`config.mk`:
```
export PLATFORM = sky130hd
export DESIGN_NAME = loop_sequencer
export DESIGN_NICKNAME = d
export VERILOG_FILES = /design/src/rtl/loop_sequencer.sv
export SDC_FILE = /design/constraint.sdc
export NUM_CORES = 1
export LEC_CHECK = 0
export ABC_AREA = 1
export CAP_MARGIN = 20
export CORE_MARGIN = 2
export CORE_UTILIZATION = 50
export DETAILED_ROUTE_END_ITERATION = 12
export PLACE_DENSITY = 0.79
export SYNTH_ARGS = -nofsm -noshare
export SYNTH_HDL_FRONTEND = slang
export SYNTH_SLANG_ARGS = --single-unit
```
`constraint.sdc`:
```
create_clock -name clk -period 3.5 [get_ports clk]
set_clock_uncertainty 0.1 [all_clocks]
set_input_delay 1.05 -clock clk [delete_from_list [all_inputs] [get_ports clk]]
set_output_delay 1.05 -clock clk [all_outputs]
set_load 0.02 [all_outputs]
```
`src/rtl/loop_sequencer.sv`:
```
// loop_sequencer: two-level loop controller. An inner down counter runs from
// INNER_INIT to 0 once per outer pass; an outer down counter runs from
// OUTER_INIT to 0. One step strobe is issued per iteration. A step advances
// only when the datapath accepts it (step & ready). Completion is signalled by
// a one-cycle done pulse.
module loop_sequencer #(
   parameter int INNER_W    = 3,
   parameter int OUTER_W    = 4,
   parameter int INNER_INIT = 7,
   parameter int OUTER_INIT = 15
) (
   input  logic               clk,
   input  logic               rst,
   input  logic               start,
   input  logic               abort,
   input  logic               ready,
   output logic               step,
   output logic [INNER_W-1:0] inner_idx,
   output logic [OUTER_W-1:0] outer_idx,
   output logic               inner_last,
   output logic               busy,
   output logic               done
);

   typedef enum logic [1:0] {
      S_IDLE,
      S_LOAD,
      S_RUN,
      S_DONE
   } state_t;

   localparam logic [INNER_W-1:0] INNER_LOAD = INNER_W'(INNER_INIT);
   localparam logic [OUTER_W-1:0] OUTER_LOAD = OUTER_W'(OUTER_INIT);

   state_t             state, state_nxt;
   logic [INNER_W-1:0] inner_nxt;
   logic [OUTER_W-1:0] outer_nxt;

   // Next-state and next-index logic; abort overrides every other transition.
   always_comb begin
      // NOTE: every signal gets a default first so no path leaves it unassigned (no latch).
      state_nxt = state;
      inner_nxt = inner_idx;
      outer_nxt = outer_idx;
      case (state)
         S_IDLE: begin
            if (start && !abort) state_nxt = S_LOAD;
         end
         S_LOAD: begin
            if (abort) begin
               state_nxt = S_IDLE;
            end else begin
               inner_nxt = INNER_LOAD;
               outer_nxt = OUTER_LOAD;
               state_nxt = S_RUN;
            end
         end
         S_RUN: begin
            if (abort) begin
               state_nxt = S_IDLE;
            end else if (ready) begin
               if (inner_idx != '0) begin
                  inner_nxt = inner_idx - 1'b1;
               end else if (outer_idx != '0) begin
                  inner_nxt = INNER_LOAD;
                  outer_nxt = outer_idx - 1'b1;
               end else begin
                  // Final step accepted; indices stay at zero.
                  state_nxt = S_DONE;
               end
            end
         end
         S_DONE: begin
            state_nxt = S_IDLE;
         end
         default: begin
            state_nxt = S_IDLE;
         end
      endcase
   end

   // State and index registers with asynchronous active-low clear.
   always_ff @(posedge clk or negedge rst) begin
      if (!rst) begin
         state     <= S_IDLE;
         inner_idx <= '0;
         outer_idx <= '0;
      end else begin
         // NOTE: non-blocking assignments so all registers update from the same pre-edge values.
         state     <= state_nxt;
         inner_idx <= inner_nxt;
         outer_idx <= outer_nxt;
      end
   end

   // Outputs are pure decodes of registered state; none depends on ready.
   assign step       = (state == S_RUN);
   assign busy       = (state == S_LOAD) || (state == S_RUN);
   assign done       = (state == S_DONE);
   assign inner_last = step && (inner_idx == '0);

endmodule

```
==> results.toml <==
[sta]
finalHoldViolations = 0
fin_setup_tns_ps = 0
fin_crit_sh_pct = 92.21
fin_crit_ps = 3227
slew_violations = 0
grt_setup_unrepaired = "no"
fmax_mhz = 309.9
tightest_slew_ps = 536.8
whs_ps = 427.6
finalSetupViolCount = 0
timing.slew.headroom_pct = 64.22

[global_routing]
grt.busiest_layer = "met2"
met1_usage_pct = 25.00
grt.met2_usage_pct = 27.08
grt_pass1_vias = 604
track_usage_pct = 18.17
gr-total-overflow = 0
grt_max_degree = 14
grt_pass1_wl_um = 2463
grtUsageMet3_pct = 3.017
antenna_found_initial = 0

[pwr]
power.density_mw_per_mm2 = 901.6
p_leak_nw = 0.4777
irDropWorstVdd_mv = 0.4903

[worst_setup_path]
cp_top_family = "buffers and inverters"
crit_required_ps = 2350
cp-end-kind = "output pin"
critical_path_arrival_ps = 2080
path_buf_inv = 3
path_cells = "inv_1 > ha_1 > inv_6 > nor2_4 > clkdlybuf4s50_1"
setup.worst_path.class = "flop to output pin"
slowest_stage = "clkdlybuf4s50_1"
cp_slowest_stage_delay_ps = 600
startpoint_type = "flop"
path_max_fanout = 13

[die]
dieArea_sq_mm = 0.001797
start_util_pct = 55.25
num_io_pins = 16
core_region_area_sq_mm = 0.001334
rows = 13
die_w_um = 42.39
chipHeight_um = 42.39

[placement]
io_buffers = 15
dp.cells = 129
postPlaceCellArea_sq_um = 894.6
routabilityCongestion = 0.7822
place_hpwl_um = 1088

[cts]
cts_repair_resize_count = 0
postCtsSetupRepairBufs = 0
numCtsBuffers = 3
cts_max_level = 1
cts-root-buf = "clkbuf_4"
clockBufferDepth = 2
cts_tree = "yes"
clkLatencyLatePin_ps = 260
clock-sinks = 9
cts-hold-fix-buffers = 0
clkSlewWorstSetupHoldPaths_ps = 70

[detailed_routing]
routed-via-count = 657
drt_first_pass_iters = 2
post_drt_wl_per_cell_um = 10.29
via_per_inst = 4.940
drt_iter0_markers = 12
routed_wl_um = 1369
drt.antenna.violating_nets = 0
drc = 0

[layout]
final-instance-count-excl-fill = 133
syn_to_final_growth_pct = 24.96
n_antenna_cell = 0
drive_gt1_share_pct = 10.17
fill_cells = 132
fin_nets = 132
final_cell_area_sq_um = 920.9

[synth]
synth_cell_types = 20
synth-seq-cells = 9
ys_seq_area_share_pct = 30.56
syn_nets = 113
async_flop_share_pct = 100.0
synth_ff_type = "dfrtp_1"
synth_compound_area_share_pct = 5.942
synthSimpleGateAreaFrac_pct = 38.37
synth_edf_count = 0
synth_xor_area_share_pct = 1.188
synth_area_leaders = "dfrtp_1 (31%), nand2_1 (16%), ha_1 (14%), inv_1 (7.6%), nand3_1 (5.4%)"
ys_warn_count = 0
netlist_area_sq_um = 737.0
synth_area_leader_cell = "dfrtp_1"
synth_common_cells = "nand2_1 (31), inv_1 (15), dfrtp_1 (9), nor2_1 (9)"
synth_top_family_by_area = "simple AND/OR/NAND/NOR gates"
synth_top_area_share_pct = 30.56
netlist_instances = 100
synth_most_common_cell = "nand2_1"
muxShareOfSynthArea_pct = 0
synth.avg_cell_area_sq_um = 7.370
synthAdderAreaFrac_pct = 13.58

[hold_path]
worstHoldPathType = "flop to flop"

[run]
drv_cap = 0

[run_status]
status = "complete, no violations"
sequential cells by signal (all words and copies together), names as in the netlist:
signal     count
state          2
inner_idx      3
outer_idx      4
final cells by class:
class	instances	area, sq um	area share [%]
Inverter	16	65.06	7.065
Sequential cell	9	225.2	24.46
Timing Repair Buffer	15	150.1	16.30
Clock buffer	4	26.28	2.853
Multi-Input combinational cell	74	435.4	47.28
Tap cell	15	18.77	2.038
cell usage in the layout (no fill, tap or decap), types with 2 or more instances in the layout:
| master | netlist | final |
|---|---|---|
| nand2_1 | 31 | 31 |
| nand3_1 | 8 | 8 |
| nor2_1 | 9 | 9 |
| o21ai_1 | 3 | 3 |
| nor2_4 | 2 | 2 |
| dfrtp_1 | 9 | 9 |
| ha_1 | 8 | 8 |
| inv_1 | 15 | 15 |
| nand4_1 | 3 | 3 |
| clkdlybuf4s50_1 | 0 | 15 |
| clkbuf_4 | 0 | 3 |
| nand2_2 | 2 | 2 |
through the flow:
step	total power [mW]	util (%)	setup WS [ps]
after global placement	0.7382	67.07	597.3
final	0.8303	69.04	272.8
after floorplan	0.5812	-	1142
after detailed placement	0.7478	67.07	557.0
after CTS	0.8342	69.04	271.1
after global routing	0.9174	69.04	185.1
routing by layer:
layer | routed length, um | up-vias
li1 | - | 348
met1 | 708 | 290
met3 | 57 | 4
met5 | 0 | -
met4 | 26 | 0
met2 | 577 | 15
tightest hold or removal path, cell delays in order (launching register included):
cell and delay (ps):
dfrtp_1 370, nand2_1 60, o21ai_1 60
logic make-up (layout without fill, tap and decap cells):
family | count (synthesis) | in the layout
flops | 9 | 9
xor+xnor | 1 | 1
compound gates | 6 | 6
fa+ha+maj | 8 | 8
buf+inv | 17 | 35
simple gates | 59 | 59
final timing paths:
path | start | to | slack, ps | cells after the start
setup / recovery | state[0] | inner_last | 270 | 5
hold / removal | inner_idx[0] | inner_idx[0] | 430 | 2
setup reg to reg | state[0] | outer_idx[3] | 1670 | 8
hold reg to reg | inner_idx[0] | inner_idx[0] | 430 | 2
max in group asynchronous | rst | state[0] | 2010 | 1
min in group asynchronous | rst | outer_idx[2] | 990 | 1
report_power, final:
group	leakage, nW	switching (mW)	internal (mW)
Combinational	0.359	0.315	0.224
Sequential	0.104	0.0497	0.157
Clock	0.0150	0.0404	0.0440
Total	0.478	0.405	0.425
No activity file was read; power rests on OpenSTA's default activity.
